$ cat src/rtl/tsp_pkg.sv
`default_nettype none
// ============================================================================
//  Module   : tsp_pkg
//  Purpose  : Shared constants, index/delta types and the sweep controller
//             state encoding for the tsp 2-opt tour-improvement block.
//  Revision : 1.0  initial release
// ============================================================================
package tsp_pkg;

  localparam int N_CITY    = 64;
  localparam int IDX_W     = 6;
  localparam int DELTA_W   = 32;
  localparam int MAX_OUT   = 4;
  localparam int MAX_SWEEP = 100;

  typedef logic [IDX_W-1:0]          city_idx_t;
  typedef logic signed [DELTA_W-1:0] delta_t;

  typedef enum logic [2:0] {
    IDLE  = 3'd0,
    ISSUE = 3'd1,
    DRAIN = 3'd2,
    APPLY = 3'd3,
    FIN   = 3'd4
  } state_t;

endpackage
`default_nettype wire

$ cat src/rtl/tsp_pair_iter.sv
`default_nettype none
// ============================================================================
//  Module   : tsp_pair_iter
//  Purpose  : Walks the legal 2-opt edge pairs (i, j) in sweep order:
//             i = 0..N-3, j = i+2..N-1, with (0, N-1) skipped. Holds on the
//             last pair instead of wrapping.
//  Revision : 1.0  initial release
// ============================================================================
module tsp_pair_iter
  import tsp_pkg::*;
#(
  parameter int N_CITY = tsp_pkg::N_CITY,
  parameter int IDX_W  = tsp_pkg::IDX_W
) (
  input  logic             clk,
  input  logic             rst,
  input  logic             clr_i,
  input  logic             step_i,
  output logic [IDX_W-1:0] i_o,
  output logic [IDX_W-1:0] j_o,
  output logic             last_o
);

  localparam logic [IDX_W-1:0] c_i_last    = IDX_W'(N_CITY - 3);
  localparam logic [IDX_W-1:0] c_j_last    = IDX_W'(N_CITY - 1);
  localparam logic [IDX_W-1:0] c_j_row0    = IDX_W'(N_CITY - 2);
  localparam logic [IDX_W-1:0] c_j_first   = IDX_W'(2);

  logic [IDX_W-1:0] i_q, i_d, j_q, j_d;
  logic             w_row_end;

  // Row 0 ends one early because edge pair (0, N-1) shares a city.
  assign w_row_end = (j_q == ((i_q == '0) ? c_j_row0 : c_j_last));
  assign last_o    = (i_q == c_i_last) && (j_q == c_j_last);
  assign i_o       = i_q;
  assign j_o       = j_q;

  // Next pair: advance j, or move to the next row starting at i+2.
  always_comb begin
    i_d = i_q;
    j_d = j_q;
    if (clr_i) begin
      i_d = '0;
      j_d = c_j_first;
    end else if (step_i && !last_o) begin
      if (w_row_end) begin
        i_d = i_q + IDX_W'(1);
        j_d = i_q + IDX_W'(3);
      end else begin
        j_d = j_q + IDX_W'(1);
      end
    end
  end

  // Pair registers.
  always_ff @(posedge clk or negedge rst) begin
    if (!rst) begin
      i_q <= '0;
      j_q <= c_j_first;
    end else begin
      i_q <= i_d;
      j_q <= j_d;
    end
  end

endmodule
`default_nettype wire

$ cat src/rtl/tsp_2opt_sched.sv
`default_nettype none
// ============================================================================
//  Module   : tsp_2opt_sched
//  Purpose  : 2-opt sweep sequencer. Streams every legal edge pair to the
//             delta evaluator, tracks the best improving move per sweep and
//             commands the path reversal, repeating until no gain or the
//             sweep limit.
//  Revision : 1.0  initial release
// ============================================================================
module tsp_2opt_sched
  import tsp_pkg::*;
#(
  parameter int N_CITY    = tsp_pkg::N_CITY,
  parameter int IDX_W     = tsp_pkg::IDX_W,
  parameter int DELTA_W   = tsp_pkg::DELTA_W,
  parameter int MAX_OUT   = tsp_pkg::MAX_OUT,
  parameter int MAX_SWEEP = tsp_pkg::MAX_SWEEP
) (
  input  logic                      clk,
  input  logic                      rst,
  input  logic                      start,
  output logic                      busy,
  output logic                      done,
  output logic                      eval_valid,
  input  logic                      eval_ready,
  output logic [IDX_W-1:0]          eval_i,
  output logic [IDX_W-1:0]          eval_j,
  input  logic                      res_valid,
  input  logic signed [DELTA_W-1:0] res_delta,
  output logic                      rev_valid,
  input  logic                      rev_ready,
  output logic [IDX_W-1:0]          rev_i,
  output logic [IDX_W-1:0]          rev_j,
  output logic [7:0]                sweep_cnt,
  output logic signed [DELTA_W-1:0] best_delta,
  output logic                      err
);

  localparam int               OUT_W     = $clog2(MAX_OUT + 1);
  localparam logic [OUT_W-1:0] c_max_out = OUT_W'(MAX_OUT);

  state_t                      state_q, state_d;
  logic [OUT_W-1:0]            out_q, out_d;
  logic                        res_done_q, res_done_d;
  logic signed [DELTA_W-1:0]   best_q, best_d;
  logic [IDX_W-1:0]            bi_q, bi_d, bj_q, bj_d;
  logic signed [DELTA_W-1:0]   bdelta_q, bdelta_d;
  logic [7:0]                  sweep_q, sweep_d;
  logic                        done_q, done_d;
  logic                        err_q, err_d;

  logic                        w_clr, w_xfer, w_res_ok;
  logic [IDX_W-1:0]            w_iss_i, w_iss_j, w_res_i, w_res_j;
  logic                        w_iss_last, w_res_last;

  // Issue side: the pair currently offered to the evaluator.
  tsp_pair_iter #(.N_CITY(N_CITY), .IDX_W(IDX_W)) u_iss_iter (
    .clk    (clk),
    .rst    (rst),
    .clr_i  (w_clr),
    .step_i (w_xfer),
    .i_o    (w_iss_i),
    .j_o    (w_iss_j),
    .last_o (w_iss_last)
  );

  // Result side: results come back in order, so this tracks their owner.
  tsp_pair_iter #(.N_CITY(N_CITY), .IDX_W(IDX_W)) u_res_iter (
    .clk    (clk),
    .rst    (rst),
    .clr_i  (w_clr),
    .step_i (w_res_ok),
    .i_o    (w_res_i),
    .j_o    (w_res_j),
    .last_o (w_res_last)
  );

  assign eval_valid = (state_q == ISSUE) && (out_q < c_max_out);
  assign w_xfer     = eval_valid && eval_ready;
  assign w_res_ok   = res_valid && (out_q != '0);
  assign eval_i     = eval_valid ? w_iss_i : '0;
  assign eval_j     = eval_valid ? w_iss_j : '0;
  assign rev_valid  = (state_q == APPLY);
  assign rev_i      = bi_q;
  assign rev_j      = bj_q;
  assign busy       = (state_q == ISSUE) || (state_q == DRAIN) || (state_q == APPLY);
  assign done       = done_q;
  assign err        = err_q;
  assign sweep_cnt  = sweep_q;
  assign best_delta = bdelta_q;

  // Next-state logic: result bookkeeping first, then the sweep FSM, so a
  // start or sweep restart overrides anything the result path wrote.
  always_comb begin
    state_d    = state_q;
    out_d      = out_q + OUT_W'(w_xfer) - OUT_W'(w_res_ok);
    res_done_d = res_done_q;
    best_d     = best_q;
    bi_d       = bi_q;
    bj_d       = bj_q;
    bdelta_d   = bdelta_q;
    sweep_d    = sweep_q;
    done_d     = done_q;
    err_d      = err_q;
    w_clr      = 1'b0;

    if (res_valid && (out_q == '0)) begin
      err_d = 1'b1;
    end
    if (w_res_ok) begin
      if (w_res_last) begin
        res_done_d = 1'b1;
      end
      if (res_delta < best_q) begin
        best_d = res_delta;
        bi_d   = w_res_i;
        bj_d   = w_res_j;
      end
    end

    case (state_q)
      IDLE: begin
        if (start) begin
          state_d    = ISSUE;
          sweep_d    = '0;
          done_d     = 1'b0;
          err_d      = 1'b0;
          w_clr      = 1'b1;
          best_d     = '0;
          res_done_d = 1'b0;
        end
      end
      ISSUE: begin
        if (w_xfer && w_iss_last) begin
          state_d = DRAIN;
        end
      end
      DRAIN: begin
        if ((out_q == '0) && res_done_q) begin
          bdelta_d = best_q;
          state_d  = (best_q < 0) ? APPLY : FIN;
        end
      end
      APPLY: begin
        if (rev_ready) begin
          sweep_d = sweep_q + 8'd1;
          if ((int'(sweep_q) + 1) >= MAX_SWEEP) begin
            state_d = FIN;
          end else begin
            state_d    = ISSUE;
            w_clr      = 1'b1;
            best_d     = '0;
            res_done_d = 1'b0;
          end
        end
      end
      FIN: begin
        done_d  = 1'b1;
        state_d = IDLE;
      end
      default: state_d = IDLE;
    endcase
  end

  // State and datapath registers.
  always_ff @(posedge clk or negedge rst) begin
    if (!rst) begin
      state_q    <= IDLE;
      out_q      <= '0;
      res_done_q <= 1'b0;
      best_q     <= '0;
      bi_q       <= '0;
      bj_q       <= '0;
      bdelta_q   <= '0;
      sweep_q    <= '0;
      done_q     <= 1'b0;
      err_q      <= 1'b0;
    end else begin
      state_q    <= state_d;
      out_q      <= out_d;
      res_done_q <= res_done_d;
      best_q     <= best_d;
      bi_q       <= bi_d;
      bj_q       <= bj_d;
      bdelta_q   <= bdelta_d;
      sweep_q    <= sweep_d;
      done_q     <= done_d;
      err_q      <= err_d;
    end
  end

endmodule
`default_nettype wire

$ cat config.mk
export PLATFORM = sky130hd
export DESIGN_NAME = tsp_2opt_sched
export DESIGN_NICKNAME = d
export VERILOG_FILES = /design/src/rtl/tsp_pkg.sv /design/src/rtl/tsp_pair_iter.sv /design/src/rtl/tsp_2opt_sched.sv
export SDC_FILE = /design/constraint.sdc
export NUM_CORES = 1
export LEC_CHECK = 0
export ABC_AREA = 1
export BUFFER_PORTS_ARGS = -buffer_cell sky130_fd_sc_hd__buf_2
export CAP_MARGIN = 20
export CORE_ASPECT_RATIO = 0.6
export CORE_MARGIN = 10
export CORE_UTILIZATION = 40
export DETAILED_ROUTE_END_ITERATION = 7
export PLACE_DENSITY = 0.58
export SETUP_SLACK_MARGIN = 0.5
export SLEW_MARGIN = 40
export SYNTH_ARGS = -nofsm -noshare
export SYNTH_HDL_FRONTEND = slang
export SYNTH_SLANG_ARGS = --single-unit
$ cat constraint.sdc
create_clock -name clk -period 2.3 [get_ports clk]
set_input_delay 0.115 -clock clk [delete_from_list [all_inputs] [get_ports clk]]
set_output_delay 0.115 -clock clk [all_outputs]
set_load 0.02 [all_outputs]
# Yosys cells after proc, flatten, opt, wreduce, memory -nomap -nowiden
# Index checks and enable logic that the tools add are counted.
totals:
  reg_bits: 117
  input_bits: 38
  out_inout_bits: 69
  wordCells: 121
classes:
  n_addsub: 10
  n_lt_le_gt_ge: 4
  n_eq_ne: 14
  mux: 47
  reduce_logical: 32
ops:
  columns: ["operator", "count"]
  rows:
  - ["32-bit two-way mux", 5]
  - ["6-bit two-way mux", 14]
  - ["32-bit one-hot mux with 2 select lines", 1]
  - ["32-bit by 1-bit less-than comparator with 1-bit output (second input constant)", 1]
  - ["32-bit less-than comparator", 1]
  - ["6-bit by 1-bit adder with 6-bit output (second input constant)", 4]
  - ["6-bit == test (second input constant)", 4]
  - ["3-bit two-way mux", 6]
  - ["8-bit two-way mux", 2]
  - ["8-bit one-hot mux with 2 select lines", 1]
  - ["1-bit two-way mux", 14]
  - ["6-bit by 2-bit adder with 6-bit output (second input constant)", 2]
  - ["6-bit == test", 2]
  - ["6-bit logical NOT", 2]
  - ["3-bit one-hot mux with 4 select lines", 1]
  - ["2-bit nonzero test", 6]
  - ["1-bit logical AND", 10]
  - ["2-bit AND reduction", 5]
  - ["8-bit by 1-bit adder with 9-bit output (second input constant)", 1]
  - ["9-bit by 7-bit greater-or-equal comparator with 1-bit output (second input constant)", 1]
  - ["8-bit by 1-bit adder with 8-bit output (second input constant)", 1]
  - ["3-bit by 2-bit == test with 1-bit output (second input constant)", 2]
  - ["3-bit logical NOT", 2]
  - ["2-bit by 1-bit inequality test with 1-bit output (second input constant)", 3]
  - ["other kinds (12)", 16]

# Logic depth before layout (Yosys ltp)
# Gate-level depths: netlist (run 1).
depth:
  depth_word: 7
  mapped_depth: 19
  ltp_nobuf: 17

# Cells and area by module
# Synthesis (run 1) repeated with hierarchy kept, for this count alone.
hier_totals:
  hier_cells: 934
  area_unflattened_um2: 7095.6
modules_own_cells:
  columns: ["module", "n_inst", "cells_each", "area_per_inst_um2", "seq_area_each_um2"]
  rows:
  - ["tsp_2opt_sched", 1, 638, 5111.2, 2327.2]
  - ["tsp_pair_iter", 2, 148, 992.2, 301.5]

# Worst setup path after synthesis (run 1)
# Ideal clock, no wire load.
synth_timing:
  path_kind: "flip-flop to flip-flop"
  from: "register out_q[2]"
  to: "register out_q[2]"
  setup_ns: 0.123
  t_arrival_ns: 1.981
  required_ns: 2.177
  slack_ns: 0.196
  stages_incl_launch_ff: 10
  path_buffers: 1
  synth_period_minus_slack_ns: 2.104
  cell_sequence: "dfrtp_1 > nor3_1 > nor2_2 > clkbuf_1 > ha_1 > inv_1 > ha_1 > inv_1 > fa_1 > xnor2_1"
synth_via:
  elab_chain_len: 5
  elab_cells_between_ends: 7
  classes_between: "2 x add/sub; 1 x order compare; 4 x reduce/logical"
synth_rtl:
  columns: ["item", "line_no", "text"]
  rows:
  - ["start, declared", "tsp_2opt_sched.sv:43", "logic [OUT_W-1:0] out_q, out_d;"]
  - ["start signal, assigned", "tsp_2opt_sched.sv:180", "out_q <= out_d;"]
  - ["3-bit less-than comparator", "tsp_2opt_sched.sv:78", "assign eval_valid = (state_q == ISSUE) && (out_q < c_max_out);"]
  - ["1-bit logical AND", "tsp_2opt_sched.sv:78", null]
  - ["1-bit logical AND", "tsp_2opt_sched.sv:79", "assign w_xfer = eval_valid && eval_ready;"]
  - ["3-bit by 1-bit adder with 3-bit output", "tsp_2opt_sched.sv:96", "out_d = out_q + OUT_W'(w_xfer) - OUT_W'(w_res_ok);"]
  - ["3-bit by 1-bit subtractor with 3-bit output (*)", "tsp_2opt_sched.sv:96", null]
  - ["named net out_d[2]", "tsp_2opt_sched.sv:43", null]
# The timed path passes the listed nets; every way through them passes the cells marked *.
# A chain may end at the register's enable or synchronous reset.

# Final worst setup path (run 1)
layout_timing:
  from: "register best_q[7]"
  to: "register best_q[3]"
layout_via:
  elab_chain_len: 6
  elab_cells_between_ends: 7
  classes_between: "1 x order compare; 6 x mux"
layout_rtl:
  columns: ["item", "line_no", "text"]
  rows:
  - ["start, declared", "tsp_2opt_sched.sv:45", "logic signed [DELTA_W-1:0] best_q, best_d;"]
  - ["start signal, assigned", "tsp_2opt_sched.sv:182", "best_q <= best_d;"]
  - ["32-bit less-than comparator (*)", "tsp_2opt_sched.sv:114", "if (res_delta < best_q) begin"]
  - ["32-bit two-way mux (*)", "tsp_2opt_sched.sv:114", null]
  - ["32-bit two-way mux (*)", "tsp_2opt_sched.sv:110", "if (w_res_ok) begin"]
  - ["32-bit two-way mux", "tsp_2opt_sched.sv:147", "if ((int'(sweep_q) + 1) >= MAX_SWEEP) begin"]
  - ["32-bit two-way mux", "tsp_2opt_sched.sv:145", "if (rev_ready) begin"]
  - ["32-bit one-hot mux with 2 select lines (*)", "tsp_2opt_sched.sv:121", "case (state_q)"]
  - ["named net best_d[3]", "tsp_2opt_sched.sv:45", null]
# Marked as above.

==> summary.md, run 1 <==
| Metric | Value |
|---|---|
| Outcome | `completed` |
| Clock slew at reported path FFs | `approximately 60 ps` |
| Setup TNS | `0 ps` |
| Startpoint types | `flop` |
| Worst path most repeated cell | `nand2_1` |
| Overall Global Routing Usage | `0.179` |
| Ant. Diodes | `0` |
| Final setup viols | `0` |
| Sw Pwr | `5.56 mW` |
| Initial DRC Count | `516` |
| Max-cap violations | `0` |
| Period utilization | `0.954` |
| Starting Density | `0.413` |
| Worst hold path class | `primary input to flop` |
| # port buffers | `106` |
| Fill cells | `1404` |
| RSZ-0062 raised after global routing | `yes` |
| Sequential area share after synthesis | `0.433` |
| Max Buffers Root-to-Sink | `2` |
| CP required | `2610 ps` |
| Syn Nets | `937` |
| Synth Cell Area | `0.00677 mm2` |
| Max Fclk | `0.456 GHz` |
| Gp weighted congestion | `approximately 0.85` |
| Met3 usage | `0.0531` |
| Syn Area/Cell | `7.91 um2` |
| Fin. Hold Viols | `0` |
| Num CTS Buffers | `17` |
| Largest net degree at the start of global routing | `45` |
| Worst-Margin Slew | `675 ps` |
| Largest stage delay, worst path | `roughly 360 ps` |
| Global route overflow | `0` |
| Drt pass-1 iters | `5` |
| Routed Antenna Nets | `0` |
| Worst-path fanout max | `7` |
| Most Crowded Layer GR | `met1` |
| Ys Warns | `0` |
| Yosys top cell area share | `0.425` |
| Reg2Reg Depth | `18` |
| Final Skew | `11.5 ps` |
| Hold Path End | `best_q[13]` |
| Detailed-route via count | `6557` |
| Fin. max-slew vios | `0` |
| Worst skew pair latency | `410 ps` |
| Final Critical Period | `roughly 2200 ps` |
| Leakage | `about 5.2 nW` |
| Row count | `36` |
| Sequential share of power | `0.230` |
| Vias in the first global route | `6024` |
| Worst IR Drop VDD | `0.786 mV` |
| GR Util met2 | `0.237` |
| Switching power share of the total | `0.428` |
| Met1 GRT Util | `0.274` |
| Clock Power Share | `0.208` |
| Vias per cell | `roughly 5` |
| Power Total | `13.0 mW` |
| H-tree depth | `4` |
| IO Pins | `~110` |
| R2R Setup Slk | `roughly 100 ps` |
| # clock sinks | `between 100 and 150` |
| Worst Setup End Kind | `flop` |
| RR Startpoint | `best_q[7]` |
| Synth area leader | `dfrtp_1` |
| Post-synthesis cell count | `856` |
| Area contributors post-synth | `dfrtp_1 (43%), nand2_1 (8.1%), ha_1 (7.8%)` |
| Min-delay src | `res_delta[13]` |
| P_int | `7.44 mW` |
| Nets | `approximately 1100` |
| R2r endpoint | `best_q[3]` |
| Crit Path Class | `flop to flop` |
| Layout cell share with drive strength beyond 1 | `0.446` |
| Final Instance Area | `0.0102 mm2` |
| Core footprint | `roughly 0.016 mm2` |
| Cell Chain, Critical Path | `inv_2 > ha_1 > nand2_1 > buf_4 > nor2_1 > nand2_1 > nand2_1 > nand2_1 > nand2_1 > nand2_2 > nand2_2 > nand2_2 > nand3_4 > buf_6 > buf_16 > nand2_4 > inv_2 > nor2_2` |
| PD cells | `1280 mW/mm2` |
| DP Area | `0.00776 mm2` |
| Library cells used by synthesis | `35` |
| CTS tree | `yes` |
| Initial antenna violation count | `0` |
| CTS Root Cell | `clkbuf_16` |
| Crit path DAT | `roughly 2500 ps` |
| Die Wd | `188 um` |
| DR DRC count | `0` |
| Final Util | `0.620` |
| Dpl hpwl | `13300 um` |
| Routed len/inst | `17.3 um` |
| Die area | `0.0227 mm2` |
| Drt total wl | `22500 um` |
| Die Height | `121 um` |
| Slew Limit Headroom | `0.546` |
| FF+latch count, synth | `117` |
| Combinational share of power | `0.561` |
| First-pass GRT wire length | `approximately 33000 um` |
| Dpl cells | `1189` |
| Critical path's slowest cell | `dfrtp_1` |
| Non-filler cells, final | `1300` |
| Hold depth | `5` |
| Area growth from synthesis to layout | `50.3%` |
==> state kept, by name, indices dropped and copies added (netlist names), 6 cells and up <==
signal / count
best_delta: 32
best_q: 32
sweep_cnt: 8
rev_i: 6
rev_j: 6
u_iss_iter.i_o: 6
u_iss_iter.j_o: 6
u_res_iter.i_o: 6
u_res_iter.j_o: 6
==> layer usage <==
layer | part of all wire | routed length, um
met4 | 0.012 | 278
met5 | 0 | 0
met1 | 0.50 | 11300
met2 | 0.41 | 9230
met3 | 0.072 | 1630
==> cell usage in the layout, fill, tap and decap left out, types with 4 or more instances in the layout <==
master | netlist | final
nand2_1 | 146 | 109
dfrtp_1 | 115 | 108
inv_1 | 137 | 96
buf_2 | 7 | 91
nor2_1 | 103 | 75
buf_4 | 3 | 62
inv_2 | 18 | 54
buf_6 | 4 | 42
nand4_1 | 38 | 38
a21oi_1 | 50 | 34
nand2_2 | 12 | 30
ha_1 | 42 | 25
o21ai_1 | 31 | 24
nand3_1 | 30 | 24
nor2_2 | 15 | 23
xor2_1 | 24 | 23
nor2_4 | 0 | 20
clkbuf_16 | 0 | 20
o21ai_0 | 24 | 19
nand2_4 | 3 | 18
ha_4 | 0 | 16
a21oi_2 | 0 | 15
o21ai_2 | 1 | 10
clkinvlp_4 | 0 | 8
buf_12 | 1 | 8
dfrtp_2 | 0 | 7
nor3_1 | 7 | 6
nand3_2 | 2 | 5
o22ai_2 | 0 | 5
xnor2_1 | 5 | 4
nand2_8 | 0 | 4
o21ai_4 | 0 | 4
==> power by group through the flow <==
stage               sequential, mW  clock, mW  combinational [mW]
floorplan                     3.04          0                3.30
global placement              2.97          0                4.48
detailed placement            2.97          0                4.50
CTS                           2.96       2.74                5.79
global route                  3.06       2.85                7.95
finish                        2.99       2.71                7.30
==> stage by stage <==
step | setup slack [ps] | hold WS, ps
6_report | 105 | 82.2
5_1_grt | -32.2 | 85.8
4_1_cts | 173 | 58.9
3_5_place_dp | 180 | 168
3_3_place_gp | 179 | 165
2_1_floorplan | 310 | -181
==> cell usage after synthesis <==
cell       number
nor4_2          1
nand3b_1        1
o21ai_2         1
dfrtp_1       115
nand4_1        38
a22o_1          1
mux2_2          2
nor3_1          7
xor2_1         24
buf_8           1
o2111ai_1       1
buf_4           3
nand2_4         3
nand3_1        30
nand2_2        12
buf_6           4
buf_12          1
inv_2          18
nor2_1        103
nand2_1       146
nor2_2         15
buf_2           7
a21oi_1        50
nor3_2          1
dfstp_2         2
nor4_1          3
o21ai_0        24
fa_1            1
clkbuf_1       14
ha_1           42
o21ai_1        31
xnor2_1         5
o22ai_1        10
inv_1         137
nand3_2         2
==> how the worst max path moves through the flow <==
stage | startpoint | endpoint | slack (ps)
detailed placement | best_q[5] | best_q[3] | 180
global placement | u_res_iter.j_o[1] | u_res_iter.i_o[0] | 180
floorplan | state_q[1] | out_q[2] | 310
CTS | best_q[5] | best_q[30] | 170
global route | best_q[7] | best_q[3] | -30
finish | best_q[7] | best_q[3] | 100
==> cells by family after synthesis <==
group | after synthesis | share of synthesized area
flip-flops | 117 | 0.433
AND/OR/NAND/NOR | 362 | 0.241
buffers and inverters | 185 | 0.114
XOR/XNOR | 29 | 0.0375
multiplexers | 2 | 0.00333
AO/OA/AOI/OAI | 118 | 0.0908
adder cells (fa/ha/maj) | 43 | 0.0806
==> what timing repair did <==
action,in CTS,in global routing
resized for setup,103,192
setup buffers,49,20
hold buffers,2,0
pin swaps,34,36
endpoints found under the hold margin,42,0
cloned,5,3
endpoints found under the setup margin,74,116
==> worst max-delay path: cells and delay by family (launching register included) <==
kind | cells | cell delay [ps]
flip-flops | 1 | 360
AND/OR/NAND/NOR | 12 | 880
adder cells (fa/ha/maj) | 1 | 280
buffers and inverters | 5 | 560
==> cell type report <==
type                    count  area (um2)  share of cell area
well taps                 228         285              0.0280
flip-flops and latches    117        2940               0.289
clock inverters            14         153              0.0150
repair buffers            213        1780               0.175
clock buffers              18         439              0.0432
inverters                 155         598              0.0588
multi-input cells         555        3980               0.391
Note: power is estimated with default switching activity, not from simulation.
==> inputs of run 2 (changes only) <==
==> constraint.sdc (replaced) <==
create_clock -name clk -period 2.3 [get_ports clk]
set_input_delay 0.23 -clock clk [delete_from_list [all_inputs] [get_ports clk]]
set_output_delay 0.23 -clock clk [all_outputs]
set_load 0.02 [all_outputs]
==> run 2 against run 1 <==
Net effect: register-to-register slack gained 50 ps; routed wire length shrank 4.6%; critical path depth shrank 2; sequential cell count is the same; clock power is essentially flat; global-route usage shrank 0.56 points; first-iteration DRC count shrank 9.5%; via count shrank 3.8%; setup slack gained 49 ps; clock skew is essentially flat; cell area shrank 1.8%; count of clock-buffer cells in the layout grew 1; critical endpoint is now best_q[29]; highest routed layer unchanged.
==> summary.md, run 2 (synthesis results as in run 1) <==
| Metric | Value |
|---|---|
| CTS tree | `yes (unchanged)` |
| Cell Chain, Critical Path | `inv_2 > ha_4 > nand2_4 > buf_4 > nor2_1 > nand2_1 > nand2_2 > a21oi_4 > nand2_2 > nand2_4 > nand3_4 > buf_12 > buf_12 > nand2_1 > inv_2 > nor2_1 (was inv_2 > ha_1 > nand2_1 > buf_4 > nor2_1 > nand2_1 > nand2_1 > nand2_1 > nand2_1 > nand2_2 > nand2_2 > nand2_2 > nand3_4 > buf_6 > buf_16 > nand2_4 > inv_2 > nor2_2)` |
| Hold Path End | `sweep_cnt[7] (was best_q[13])` |
| Max-cap violations | `0 (unchanged)` |
| Sequential share of power | `0.239 (was 0.230)` |
| IO Pins | `107 (unchanged)` |
| Outcome | `completed (unchanged)` |
| Core footprint | `0.0164 mm2 (unchanged)` |
| Switching power share of the total | `0.430 (was 0.428)` |
| Ant. Diodes | `0 (unchanged)` |
| Routed len/inst | `16.9 um (was 17.3 um)` |
| Largest stage delay, worst path | `380 ps (was 360 ps)` |
| Die Height | `121 um (unchanged)` |
| Slew Limit Headroom | `0.616 (was 0.546)` |
| RSZ-0062 raised after global routing | `yes (unchanged)` |
| # port buffers | `106 (unchanged)` |
| Drt pass-1 iters | `5 (unchanged)` |
| Startpoint types | `flop (unchanged)` |
| CTS Root Cell | `clkbuf_16 (unchanged)` |
| First-pass GRT wire length | `32200 um (was 32900 um)` |
| R2r endpoint | `best_q[29] (was best_q[3])` |
| Worst IR Drop VDD | `0.590 mV (was 0.786 mV)` |
| Highest Signal Layer | `met4 (unchanged)` |
| Commonest non-fill, non-tap cell in the layout | `dfrtp_1 (was nand2_1)` |
| Sw Pwr | `5.43 mW (was 5.56 mW)` |
| Area growth from synthesis to layout | `47.6% (was 50.3%)` |
| Leakage | `5.05 nW (was 5.16 nW)` |
| Detailed-route via count | `6311 (was 6557)` |
| Met3 routed WL | `1710 um (was 1630 um)` |
| Row count | `36 (unchanged)` |
| Delay-heaviest family, CP | `simple AND/OR/NAND/NOR gates (unchanged)` |
| Worst-Margin Slew | `571 ps (was 675 ps)` |
| Reg2Reg Depth | `16 (was 18)` |
| CP required | `2630 ps (was 2610 ps)` |
| Global route overflow | `0 (unchanged)` |
| Clock slew at reported path FFs | `60 ps (about the same)` |
| Max Fclk | `0.466 GHz (was 0.456 GHz)` |
| Worst skew pair latency | `400 ps (was 410 ps)` |
| Fin. max-slew vios | `0 (unchanged)` |
| Die area | `0.0227 mm2 (unchanged)` |
| Initial antenna violation count | `0 (unchanged)` |
| Routed Antenna Nets | `0 (unchanged)` |
| Most frequent cells in the layout | `dfrtp_1 (109), nand2_1 (95), inv_1 (94), buf_2 (92), nor2_1 (72) (was nand2_1 (109), dfrtp_1 (108), inv_1 (96), buf_2 (91), nor2_1 (75))` |
| Critical path's slowest cell | `dfrtp_1 (unchanged)` |
| Die Wd | `188 um (unchanged)` |
| Worst hold path class | `primary input to flop (unchanged)` |
| PD cells | `1260 mW/mm2 (was 1280 mW/mm2)` |
| Power Total | `12.6 mW (was 13.0 mW)` |
| Starting Density | `0.413 (unchanged)` |
| Worst-path fanout max | `8 (was 7)` |
| Crit Path Class | `flop to flop (unchanged)` |
| P_int | `7.19 mW (was 7.44 mW)` |
| Hold depth | `3 (was 5)` |
| Nets | `1111 (was 1140)` |
| Final setup viols | `0 (unchanged)` |
| Combinational share of power | `0.548 (was 0.561)` |
| Fill cells | `1443 (was 1404)` |
| Min-delay src | `rev_ready (was res_delta[13])` |
| Num CTS Buffers | `17 (unchanged)` |
| Overall Global Routing Usage | `0.174 (was 0.179)` |
| Dpl cells | `1182 (was 1189)` |
| Initial DRC Count | `467 (was 516)` |
| H-tree depth | `4 (unchanged)` |
| # clock sinks | `117 (unchanged)` |
| Gp weighted congestion | `0.855 (was 0.850)` |
| RR Startpoint | `best_q[31] (was best_q[7])` |
| Layout cell share with drive strength beyond 1 | `0.451 (was 0.446)` |
| Drt total wl | `21400 um (was 22500 um)` |
| Setup TNS | `0 ps (unchanged)` |
| Fin. Hold Viols | `0 (unchanged)` |
| Crit path DAT | `2470 ps (was 2500 ps)` |
| Largest net degree at the start of global routing | `46 (was 45)` |
| Period utilization | `0.933 (was 0.954)` |
| Non-filler cells, final | `1271 (was 1300)` |
| Max Buffers Root-to-Sink | `2 (unchanged)` |
| Worst Setup End Kind | `flop (unchanged)` |
| R2R Setup Slk | `150 ps (was 100 ps)` |
| Final Critical Period | `2150 ps (was 2200 ps)` |
| Final Skew | `11.4 ps (was 11.5 ps)` |
| Metal-1 WL | `11000 um (was 11300 um)` |
| Vias per cell | `4.97 (was 5.04)` |
| Vias in the first global route | `5867 (was 6024)` |
| DR DRC count | `0 (unchanged)` |
| Crit path buf inv count | `5 (unchanged)` |
| Met2 routed WL | `8630 um (was 9230 um)` |
| Clock Power Share | `0.213 (was 0.208)` |
| Dpl hpwl | `13100 um (was 13300 um)` |
[run 2: cell count changes in the layout (fill, tap and decap cells not counted), sizes merged]
cell,delta
buf,-30
clkinvlp,-4
clkinv,+3
clkbuf,+2
dlygate4sd3,-1
nand2,+1
[run 2: how the worst max path moves through the flow]
stage,start,end,slack [ps],cells after the start
floorplan,state_q[1],out_q[2],310,10
finish,best_q[31],best_q[29],150,16
CTS,best_q[31],best_q[22],180,15
global placement,best_q[25],best_q[20],60,14
global route,best_q[4],best_q[25],30,17
detailed placement,best_q[25],best_q[27],80,14
[run 2: cell type report]
cell class	instances	area, um2	area share
Clock buffer	19	443	0.0444
Clock inverter	13	149	0.0149
Inverter	155	591	0.0591
Multi-Input combinational cell	556	4080	0.408
Sequential cell	117	2940	0.294
Tap cell	228	285	0.0286
Timing Repair Buffer	183	1500	0.150
[run 2: metal layers]
layer,vias up,global-route usage
met5,-,0
met2,215,0.232
met3,8,0.0499
met4,0,0.0244
li1,3090,-
met1,2998,0.270
[run 2: worst reg2reg max path: stages, from the launching register on]
cell and delay, ps:
dfrtp_1 380, inv_2 80, ha_4 210, nand2_4 90
buf_4 120, nor2_1 50, nand2_1 110, nand2_2 80
a21oi_4 180, nand2_2 90, nand2_4 80, nand3_4 100
buf_12 170, buf_12 140, nand2_1 70, inv_2 30
nor2_1 90
[run 2: through the flow]
step | utilization | instance area, um2 | setup slack, ps | hold slack (ps)
3_5_place_dp | 0.472 | 7740 | 78.0 | 221
4_1_cts | 0.556 | 9120 | 183 | 124
3_3_place_gp | 0.472 | 7740 | 55.6 | 223
5_1_grt | 0.609 | 9990 | 33.1 | 174
6_report | 0.609 | 9990 | 154 | 164
2_1_floorplan | - | 6880 | 310 | -65.6
[run 2: power groups by stage]
stage               clock [mW]  sequential [mW]  combinational, mW
finish                    2.69             3.02               6.91
detailed placement           0             2.97               4.50
global route              2.81             3.09               7.61
global placement             0             2.97               4.44
floorplan                    0             3.04               3.30
CTS                       2.72             2.96               5.59
[run 2: repair_timing]
action	4_1_cts	5_1_grt
buffers inserted	32	14
pin swaps	30	51
cloned	6	4
hold buffers	1	0
hold endpoints to repair	30	0
gates resized for setup	99	179
endpoints found under the setup margin	85	95
